<file path="src/rtl/mem_port_arbiter.sv">
// Round-robin arbiter sharing one memory read port and one write port among NREQ clients.
// Read responses are steered back to the issuing client through a RD_LAT-deep tag pipeline.
module mem_port_arbiter #(
    parameter int NREQ   = 4,
    parameter int AW     = 14,
    parameter int DW     = 10,
    parameter int RD_LAT = 1
) (
    input  logic              clk,
    input  logic              rst,
    input  logic              stall,
    input  logic [NREQ-1:0]   rd_req,
    input  logic [NREQ*AW-1:0] rd_addr,
    output logic [NREQ-1:0]   rd_gnt,
    output logic [NREQ-1:0]   rd_valid,
    output logic [DW-1:0]     rd_data,
    input  logic [NREQ-1:0]   wr_req,
    input  logic [NREQ*AW-1:0] wr_addr,
    input  logic [NREQ*DW-1:0] wr_data,
    output logic [NREQ-1:0]   wr_gnt,
    output logic              m_read,
    output logic [AW-1:0]     m_outaddr,
    input  logic [DW-1:0]     m_outdata,
    output logic              m_write,
    output logic [AW-1:0]     m_inaddr,
    output logic [DW-1:0]     m_indata
);

    localparam int IW = (NREQ > 1) ? $clog2(NREQ) : 1;
    typedef logic [IW-1:0] idx_t;

    function automatic idx_t wrap_inc(input idx_t i);
        int n;
        n = int'(i) + 1;
        if (n >= NREQ) n = 0;
        return idx_t'(n);
    endfunction

    // Returns {found, winner}: first asserted request at or after ptr, wrapping.
    function automatic logic [IW:0] rr_pick(input logic [NREQ-1:0] req, input idx_t ptr);
        logic found;
        idx_t win;
        int   j;
        found = 1'b0;
        win   = '0;
        for (int k = 0; k < NREQ; k++) begin
            j = (int'(ptr) + k) % NREQ;
            if (!found && req[j]) begin
                found = 1'b1;
                win   = idx_t'(j);
            end
        end
        return {found, win};
    endfunction

    idx_t              rd_ptr_q, rd_ptr_d;
    idx_t              wr_ptr_q, wr_ptr_d;
    logic              wr_found, rd_found;
    idx_t              wr_win, rd_win;
    logic [NREQ-1:0]   wr_cand, rd_cand;
    logic [RD_LAT-1:0] tag_vld_q;
    idx_t              tag_idx_q [RD_LAT];

    always_comb begin
        wr_cand  = stall ? '0 : wr_req;
        {wr_found, wr_win} = rr_pick(wr_cand, wr_ptr_q);
        wr_gnt   = '0;
        m_write  = wr_found;
        m_inaddr = '0;
        m_indata = '0;
        if (wr_found) begin
            wr_gnt[wr_win] = 1'b1;
            m_inaddr       = wr_addr[wr_win*AW +: AW];
            m_indata       = wr_data[wr_win*DW +: DW];
        end
        wr_ptr_d = wr_found ? wrap_inc(wr_win) : wr_ptr_q;
    end

    // A read colliding with this cycle's granted write waits one cycle so it sees the new data.
    always_comb begin
        rd_cand = '0;
        for (int i = 0; i < NREQ; i++) begin
            rd_cand[i] = rd_req[i] && !stall &&
                         !(wr_found && (rd_addr[i*AW +: AW] == m_inaddr));
        end
        {rd_found, rd_win} = rr_pick(rd_cand, rd_ptr_q);
        rd_gnt    = '0;
        m_read    = rd_found;
        m_outaddr = '0;
        if (rd_found) begin
            rd_gnt[rd_win] = 1'b1;
            m_outaddr      = rd_addr[rd_win*AW +: AW];
        end
        rd_ptr_d = rd_found ? wrap_inc(rd_win) : rd_ptr_q;
    end

    always_ff @(posedge clk or negedge rst) begin
        if (!rst) begin
            rd_ptr_q  <= '0;
            wr_ptr_q  <= '0;
            tag_vld_q <= '0;
        end else begin
            rd_ptr_q     <= rd_ptr_d;
            wr_ptr_q     <= wr_ptr_d;
            tag_vld_q[0] <= m_read;
            for (int k = 1; k < RD_LAT; k++) tag_vld_q[k] <= tag_vld_q[k-1];
        end
    end

    // Tag indices are qualified by tag_vld_q, so they need no reset.
    always_ff @(posedge clk) begin
        tag_idx_q[0] <= rd_win;
        for (int k = 1; k < RD_LAT; k++) tag_idx_q[k] <= tag_idx_q[k-1];
    end

    always_comb begin
        rd_valid = '0;
        rd_data  = '0;
        if (tag_vld_q[RD_LAT-1]) begin
            rd_valid[tag_idx_q[RD_LAT-1]] = 1'b1;
            rd_data                       = m_outdata;
        end
    end

endmodule
</file>
<file path="config.mk">
export PLATFORM = sky130hd
export DESIGN_NAME = mem_port_arbiter
export DESIGN_NICKNAME = d
export VERILOG_FILES = /design/src/rtl/mem_port_arbiter.sv
export SDC_FILE = /design/constraint.sdc
export NUM_CORES = 1
export LEC_CHECK = 0
export ABC_AREA = 0
export BUFFER_PORTS_ARGS = -buffer_cell sky130_fd_sc_hd__buf_2
export CAP_MARGIN = 20
export CORE_ASPECT_RATIO = 1.4
export CORE_MARGIN = 2
export CORE_UTILIZATION = 41
export CTS_BUF_LIST = sky130_fd_sc_hd__clkbuf_16
export DETAILED_ROUTE_END_ITERATION = 6
export GPL_ROUTABILITY_DRIVEN = 0
export PLACE_DENSITY = 0.76
export SYNTH_ARGS = -nofsm -noshare
export SYNTH_HDL_FRONTEND = slang
export SYNTH_SLANG_ARGS = --single-unit
</file>
<file path="constraint.sdc">
create_clock -name clk -period 7.53 [get_ports clk]
set_input_delay 1.8825 -clock clk [delete_from_list [all_inputs] [get_ports clk]]
set_output_delay 1.8825 -clock clk [all_outputs]
set_load 0.005 [all_outputs]
</file>
; ---- Word level (Yosys, flattened, before mapping)
; Memories as Yosys holds them, arrays and structs flattened.
; Cells that the tools add are included.
[classes]
add_sub_neg = 8
n_mul = 3
div = 0
magnitude_cmp = 16
n_eq_ne = 4
shift = 3
mux = 54
bitwise_logic = 6
reduce_logical = 38
[ops]
columns = cell, n
row1 = $shiftx A56 B7 Y14, 2
row2 = $eq A14 B14 Y1, 4
row3 = $shiftx A40 B7 Y10, 1
row4 = $mux W14, 2
row5 = $mux W1, 25
row6 = $lt A3 B4 Y1 const B, 6
row7 = $logic_and A1 B1 Y1, 21
row8 = $mux W10, 2
row9 = $mux W2, 10
row10 = $bmux W1 S2, 8
row11 = $mux W4, 4
row12 = $lt A2 B3 Y1 const B, 5
row13 = $mul A2 B3 Y5 const B, 3
row14 = $reduce_or A2 Y1, 6
row15 = $logic_not A1 Y1, 11
row16 = $add A2 B2 Y2 const B, 4
row17 = $add A2 B1 Y3 const B, 2
row18 = $and A1 B1 Y1 const A, 6
row19 = $demux W1 S2, 3
row20 = $ge A2 B1 Y1 const B, 3
row21 = $ge A3 B3 Y1 const B, 2
row22 = $add A2 B1 Y2 const B, 2
[totals]
register_bits = 5
latch_bits = 0
ramBits = 2
romBits = 0
input_bits = 173
out_inout_bits = 62
word_cells = 136
memories = 1
[mem_list]
columns = name, words, word_bits, read_ports, rd_clocked_by_memory_dff, wr, line
row1 = tag_idx_q, 1, 2, 1, 0, 1, 62  ; idx_t tag_idx_q [RD_LAT];

; ---- Longest topological paths before layout
; Gate-level depths: netlist (run 1).
[logic_depth]
word_depth = 38
ltp_mapped = 20
mapped_depth_nobuf = 16

; ---- Worst setup path before layout (run 1)
; No wires, ideal clock.
[synth_timing]
path_type = input-to-output
startpoint = in stall
endpoint = out rd_gnt[1]
t_arrival_ns = 5.584
t_required_ns = 5.648
slack_ns = 0.064
cell_stages = 19
n_path_buf = 5
path_cell_list = buf_2 or2_1 a2111oi_2 o21a_2 buf_2 buf_2 a211oi_1 nor2_1 xnor2_1 nand2_1 a2111oi_0 a31oi_1 a21oi_1 buf_2 buf_2 o21a_1 inv_2 ha_1 nor2b_1
[synth_via]
elab_chain_len = 37
word_cells_on_any_way = 81
cone_classes = mul: 1 / order compare: 2 / eq/ne: 4 / shift: 1 / mux: 43 / reduce/logical: 30
[synth_rtl]
columns = element, line
row1 = from (decl), 11  ; input logic stall,
row2 = $mux W4 (*), 65  ; wr_cand = stall ? '0 : wr_req;
row3 = $bmux W1 S2, 48  ; if (!found && req[j]) begin
row4 = $mux W1 (not written as such), 48
row5 = $mux W1, 48
row6 = $logic_not A1 Y1, 48
row7 = $logic_and A1 B1 Y1, 48
row8 = $mux W1, 48
row9 = $logic_not A1 Y1, 48
row10 = [8 not listed], --
row11 = named net m_inaddr[8], 25  ; output logic [AW-1:0] m_inaddr,
row12 = [14 not listed], --
row13 = $logic_and A1 B1 Y1, 48
row14 = $mux W2 (*), 48
row15 = named net rd_win[1], 59  ; idx_t wr_win, rd_win;
row16 = $lt A2 B3 Y1 (not written as such) / $ge A2 B1 Y1 (equally long branches), 91  ; rd_gnt[rd_win] = 1'b1;
row17 = $logic_and A1 B1 Y1 (not written as such), 91
row18 = $mux W1 (not written as such), 91
row19 = $demux W1 S2 (*), 91
row20 = $mux W4 (*), 90  ; if (rd_found) begin
row21 = to (decl), 14  ; output logic [NREQ-1:0] rd_gnt,
; Mark *: on every way through the listed nets, which the timed path passes. The rest lies on a longest branch. The select of a mux whose other input is x is not followed.

; ---- Worst setup path in the final report (run 1)
[layout_timing]
startpoint = in stall
endpoint = out m_outaddr[2]
[layout_via]
elab_chain_len = 35
word_cells_on_any_way = 78
cone_classes = mul: 2 / eq/ne: 4 / shift: 2 / mux: 41 / reduce/logical: 29
[layout_rtl]
columns = element, line
row1 = $mux W4, 65
row2 = $bmux W1 S2, 48
row3 = $mux W1 (not written as such), 48
row4 = $mux W1, 48
row5 = $logic_not A1 Y1, 48
row6 = $logic_and A1 B1 Y1, 48
row7 = $mux W1, 48
row8 = $logic_not A1 Y1, 48
row9 = [19 not listed], --
row10 = $logic_and A1 B1 Y1, 48
row11 = $mux W1, 48
row12 = $logic_not A1 Y1, 48
row13 = $logic_and A1 B1 Y1, 48
row14 = $mux W2, 48
row15 = $mul A2 B3 Y5, 92  ; m_outaddr = rd_addr[rd_win*AW +: AW];
row16 = $shiftx A56 B7 Y14, 92
row17 = $mux W14 (*), 90
row18 = to (decl), 22  ; output logic [AW-1:0] m_outaddr,
; Mark *: on every way between the ends. The rest lies on a longest branch, timed or not. The select of a mux whose other input is x is not followed.

==> impl_metrics.json, run 1 <==
{
  "dr.pass1.iters": 6,
  "final_cell_mix": "229 x buf_2, 91 x buf_4, 85 x nand2_1, 43 x inv_1, 39 x nand4_1",
  "crit_start": "stall",
  "combPwrFrac": 0.895,
  "maxCapViolCount": 0,
  "hold_viol": 0,
  "final_common_cell": "buf_2",
  "switchingPower_mw": 0.796,
  "fin_crit_sh": 1.00,
  "critical_path.max_fanout": 7,
  "irDropWorstVdd_v": 0.000154,
  "fin_ws_ps": -9.60,
  "synth_edf_count": 0,
  "internal_power_mw": 0.810,
  "ys_ff_latch": 7,
  "syn-num-nets": 788,
  "place_inst": 997,
  "hold_class": "reg -> reg",
  "fin_util": 0.713,
  "grt_usage": 0.369,
  "muxShareOfSynthArea": 0.0405,
  "min_period_ps": 7540,
  "cts_tree": "done",
  "antenna_found_initial": 2,
  "synthArstFlopShare": 0.714,
  "netlist_top_cells_area": "nand2_1 8.2%, a211oi_1 7.9%, nand4_1 6.2%",
  "port_buffers": 234,
  "seq_area_frac_synth": 0.0421,
  "synth_cells": 607,
  "start_util": 0.417,
  "synth_cell_types": 69,
  "cts_sinks": 7,
  "setup-tns-final_ps": -25.2,
  "synth_compound_gate_area_share": 0.362,
  "p_total_mw": 1.61,
  "syn_area_per_cell_um2": 6.46,
  "dp_hpwl_um": 16200,
  "clockRootBuffer": "clkbuf_16",
  "cts.clk_slew.worst_paths_ps": 40,
  "drcViolationCount": 0,
  "die_w_um": 86.6,
  "reg2reg_from": "wr_ptr_q[1]",
  "swShare": 0.495,
  "final-seq-area_um2": 165,
  "clk_path_buf_depth": 2,
  "num-fill-cells": 780,
  "core_area_um2": 9410,
  "fin_hold_ws_ps": 679,
  "r2r_slack_ps": 2990,
  "drv_slew": 0,
  "endpoint_kind": "output pin",
  "p_seq_frac": 0.047,
  "worst_clock_skew_ps": 2.28,
  "synth-adder-area-share": 0.0255,
  "crit_end": "m_outaddr[2]",
  "vias": 6516,
  "pwr-share-clk": 0.058,
  "use_met2": 0.654,
  "synth_area_um2": 3920,
  "areaGrowthSynthToFinish_pct": 71.1,
  "synth-simple-area-share": 0.350,
  "p_leak_nw": 3.24,
  "grt_max_degree": 26,
  "synth_top_family_by_area": "compound AO/OA/AOI/OAI gates",
  "yosysWarnings": 0,
  "grt_pass1_vias": 6057,
  "grt_pass1_wl_um": 30100,
  "drtIter0Drc": 642,
  "synth_top_area_cell": "nand2_1",
  "multi_input_area_um2": 3790,
  "fin_cells": 1020,
  "worstMarginPinSlew_ps": 1040,
  "violations": "negative setup slack",
  "detail-route-antenna-nets": 0,
  "status": "finished with violations",
  "cp.required_ps": 5650,
  "numCtsBuffers": 3,
  "die_height_um": 120,
  "rsz0062_at_grt": "true",
  "htreeDepth": 1,
  "timing.fmax_ghz": 0.133,
  "synth_top_area_frac": 0.0823,
  "post_drt_wl_per_cell_um": 21.4,
  "start_kind": "input port",
  "vias_per_cell": 6.39,
  "dieArea_um2": 10400,
  "grt_use_met3": 0.0578,
  "gr-usage-met1": 0.413,
  "synthXorXnorAreaFrac": 0.0693,
  "routed_wl_um": 21800,
  "final_layout_size_suffix_gt1_frac": 0.477,
  "ff2ff_path_depth": 15,
  "io_pins": 235,
  "grt.overflow.total": 0,
  "crit_type": "in -> out",
  "slew_headroom": 0.300,
  "insertion_delay_ps": 240,
  "synth_ff_type": "dfrtp_1",
  "grt-busiest-layer": "met2",
  "finalSetupViolCount": 3,
  "powerDensity_nw_per_um2": 239,
  "rows": 42,
  "cp.arrival_ps": 5660,
  "nets": 1090,
  "worstReg2RegEnd": "rd_ptr_q[1]"
}
## worst max-delay path, cell delays in order
cell,delay [ps]
buf_12,110
buf_4,130
a2111o_1,420
buf_6,180
and3_4,180
a211oi_4,230
nor3_1,70
or4b_1,470
nor4_1,220
or4b_4,520
a21o_1,240
buf_6,160
buf_12,130
a31oi_2,170
o211ai_1,140
a22o_1,270
buf_2,130
## layout make-up
| type | count | area share |
|---|---|---|
| sequential | 7 | 0.0246 |
| clock inverter | 1 | 0.000560 |
| antenna | 2 | 0.000746 |
| multi-input combinational | 498 | 0.565 |
| timing repair buffer | 352 | 0.349 |
| tap | 110 | 0.0205 |
| inverter | 47 | 0.0278 |
| clock buffer | 3 | 0.0112 |
## synth_stat cells, types with 8 or more instances
cell,number
nand2_1,86
inv_1,43
a211oi_1,41
nand4_1,39
clkbuf_1,32
a31oi_1,31
o211ai_1,30
xnor2_1,25
o21ai_0,23
buf_2,19
and3_1,18
a22o_1,15
and2_1,15
nor2_1,13
nand3_1,11
a311oi_1,10
and4_1,10
nor2b_1,9
a21oi_1,8
ha_1,8
mux2i_1,8
nor3_1,8
## per-stage QoR
step,setup WS (ps),cell area (um^2)
final,-9.60,6710
after CTS,-8.88,6120
after detailed placement,-171,5880
after global placement,-83.8,5880
after floorplan,63.8,3920
after global routing,-116,6710
## layer usage
layer	up-vias	share of wire
met5	-	0
met1	2941	0.35
li1	2907	-
met2	528	0.49
met3	140	0.088
met4	0	0.077
## timing repair
action                                  4_1_cts  5_1_grt
buffers inserted                              7        9
hold buffers                                  0        0
cloned                                        0        3
gates resized for setup                      27       91
pin swaps                                    10       32
endpoints found under the setup margin       18       18
## cell families after synthesis
kind of cell | Yosys count
adders and majority gates | 8
and+or+nand+nor | 251
DFF | 7
buffers and inverters | 103
muxes | 14
xor gates and xnor gates | 31
AOI/OAI and AO/OA | 193
## flip-flops by register name (all words and copies together) (netlist names)
register,cells
rd_ptr_q,2
tag_idx_q,2
tag_vld_q,1
wr_ptr_q,2
## worst min path at each step
stage | start | to | slack [ps] | depth (start not counted)
after global placement | rd_ptr_q[0] | rd_ptr_q[0] | 610 | 2
after detailed placement | rd_ptr_q[0] | rd_ptr_q[0] | 620 | 2
after floorplan | rd_ptr_q[0] | rd_ptr_q[0] | 560 | 2
after global routing | rd_ptr_q[0] | rd_ptr_q[0] | 710 | 2
after CTS | rd_ptr_q[0] | rd_ptr_q[0] | 630 | 2
final | rd_ptr_q[0] | rd_ptr_q[0] | 680 | 2
## power groups by stage
stage	Sequential, mW	Clock (mW)	Combinational, mW
floorplan	0.0639	0	0.649
global placement	0.0700	0	1.18
detailed placement	0.0696	0	1.20
CTS	0.0714	0.0927	1.25
global route	0.0764	0.0952	1.53
finish	0.0756	0.0924	1.44
Note: power is estimated with default switching activity, not from simulation.
==> run 2: changes to the inputs <==
--- a/config.mk
+++ b/config.mk
@@ -10,11 +10,12 @@
 export CAP_MARGIN = 20
 export CORE_ASPECT_RATIO = 1.4
 export CORE_MARGIN = 2
-export CORE_UTILIZATION = 41
+export CORE_UTILIZATION = 46
 export CTS_BUF_LIST = sky130_fd_sc_hd__clkbuf_16
 export DETAILED_ROUTE_END_ITERATION = 6
 export GPL_ROUTABILITY_DRIVEN = 0
-export PLACE_DENSITY = 0.76
+export PLACE_DENSITY = 0.81
+export SETUP_SLACK_MARGIN = 0.1
 export SYNTH_ARGS = -nofsm -noshare
 export SYNTH_HDL_FRONTEND = slang
 export SYNTH_SLANG_ARGS = --single-unit
==> constraint.sdc (replaced) <==
create_clock -name clk -period 7.6 [get_ports clk]
set_input_delay 1.9 -clock clk [delete_from_list [all_inputs] [get_ports clk]]
set_output_delay 1.9 -clock clk [all_outputs]
set_load 0.005 [all_outputs]
==> run 2 against run 1 <==
Compared with the run above:
- first-iteration DRC count is 49% higher
- non-clock buffer count is 21 lower
- critical endpoint is now m_outaddr[1]
- the run ends with design-rule violations, negative setup slack left
- sequential cell count stayed put
- die area is 10% lower
- cell count is 3.0% lower
- critical path type unchanged
- sequential power is 2% lower
- highest routed layer unchanged
- core utilization is 7.4 points higher
- routed wire length is 2.2% higher
- sequential share of layout area is 0.098 points higher
==> impl_metrics.json, run 2 (synthesized netlist as in run 1, its figures left out) <==
{
  "powerDensity_nw_per_um2": 244,
  "drcViolationCount": 36,
  "final_cell_mix": "230 x buf_2, 86 x nand2_1, 67 x buf_4, 43 x inv_1, 39 x nand4_1",
  "worst_clock_skew_ps": 10.5,
  "finish.instance_area_um2": 6450,
  "insertion_delay_ps": 240,
  "start_util": 0.478,
  "endpoint_kind": "output pin",
  "vias": 6798,
  "rsz0062_at_grt": "true",
  "nets": 1069,
  "r2r_slack_ps": 3100,
  "dp_hpwl_um": 15800,
  "areaGrowthSynthToFinish_pct": 64.5,
  "hold_viol": 0,
  "grt_max_degree": 32,
  "irDropWorstVdd_v": 0.000155,
  "maxCapViolCount": 0,
  "cp.arrival_ps": 5850,
  "numCtsBuffers": 3,
  "port_buffers": 234,
  "violations": "design-rule violations, negative setup slack",
  "post_drt_wl_per_cell_um": 22.5,
  "core_area_um2": 8200,
  "rows": 39,
  "grt_pass1_wl_um": 30000,
  "fin_ws_ps": -154,
  "drv_slew": 0,
  "setup-tns-final_ps": -611,
  "hold_class": "reg -> reg",
  "ff2ff_path_depth": 15,
  "die_height_um": 113,
  "worstMarginPinSlew_ps": 525,
  "num-fill-cells": 601,
  "timing.fmax_ghz": 0.129,
  "cts_hold_buf": 0,
  "vias_per_cell": 6.87,
  "antenna_found_initial": 0,
  "min_period_ps": 7750,
  "clk_path_buf_depth": 2,
  "cp.required_ps": 5700,
  "final_common_cell": "buf_2",
  "finalSetupViolCount": 15,
  "status": "finished with violations",
  "min_path_cells": 2,
  "start_kind": "input port",
  "routed_wl_um": 22300,
  "clockRootBuffer": "clkbuf_16",
  "drtIter0Drc": 959,
  "cts_tree": "done",
  "detail-route-antenna-nets": 0,
  "cts.clk_slew.worst_paths_ps": 40,
  "final_layout_size_suffix_gt1_frac": 0.464,
  "critical_path.max_fanout": 12,
  "grt.overflow.total": 0,
  "p_total_mw": 1.57,
  "dpl_cell_area_um2": 5630,
  "fin_util": 0.787,
  "crit_type": "in -> out",
  "io_pins": 235,
  "dieArea_um2": 9290,
  "slew_headroom": 0.647,
  "htreeDepth": 1,
  "p_leak_nw": 3.10,
  "dr.pass1.iters": 7,
  "fin_crit_sh": 1.02,
  "reg_top3": "rd_ptr_q: 2 flops, tag_idx_q: 2 flops, wr_ptr_q: 2 flops",
  "grt_usage": 0.413,
  "die_w_um": 82.0,
  "grt_pass1_vias": 6121,
  "cts_sinks": 7,
  "diodes": 0
}
[run 2: cell count changes in the layout (fill, tap and decap cells not counted), sizes merged]
cell    change
inv         +1
buf        -21
a2111o      -1
diode       -2
[run 2: worst max-delay path: stages]
cell      delay [ps]
buf_8            100
buf_6            120
a2111o_2         560
nand2_4          170
buf_12           150
a211oi_1          80
buf_4            150
or3b_1           370
a221o_1          360
nor4_4           350
a31oi_4          200
buf_6            190
o21ai_4          180
buf_12           160
nand2_1           60
o211ai_1         420
a22o_1           210
buf_2            110
[run 2: metal layers]
layer | part of all wire | vias to the layer above | track usage
met5 | 0 | - | 0
met4 | 0.11 | 0 | 0.286
met3 | 0.14 | 246 | 0.0766
met2 | 0.45 | 696 | 0.694
met1 | 0.30 | 2996 | 0.456
li1 | - | 2860 | -
[run 2: where the power goes]
group | total (mW) | internal, mW | switching (mW)
logic | 1.40 | 0.633 | 0.771
clock network | 0.0941 | 0.0689 | 0.0251
registers | 0.0742 | 0.0499 | 0.0243
[run 2: cell type report]
| cell class | count | area, um^2 | area share |
|---|---|---|---|
| clock buffers | 3 | 75.1 | 0.0116 |
| repair inverters | 1 | 6.26 | 0.000970 |
| clock inverters | 1 | 3.75 | 0.000582 |
| flip-flops and latches | 7 | 165 | 0.0256 |
| well taps | 102 | 128 | 0.0198 |
| repair buffers | 331 | 2150 | 0.333 |
| inverters | 47 | 184 | 0.0285 |
| multi-input cells | 497 | 3740 | 0.580 |
[run 2: path summary, 6_finish.rpt]
check	startpoint	to
setup reg to reg	wr_ptr_q[1]	rd_ptr_q[1]
hold / removal	rd_ptr_q[0]	rd_ptr_q[0]
max in group asynchronous	rst	rd_ptr_q[0]
min in group asynchronous	rst	wr_ptr_q[1]
hold reg to reg	rd_ptr_q[0]	rd_ptr_q[0]
setup / recovery	stall	m_outaddr[1]
[run 2: through the flow]
stage	hold WS [ps]	setup WS, ps	instances
2_1_floorplan	557	121	607
3_3_place_gp	620	-9.46	955
3_5_place_dp	655	-127	955
4_1_cts	663	85.5	966
5_1_grt	713	-293	989
6_report	684	-154	989
[run 2: what timing repair did]
action,in CTS,in global routing
gates resized for setup,36,67
gates cloned,1,3
buffers inserted,6,20
pin swaps,23,34
setup endpoints to repair,18,18
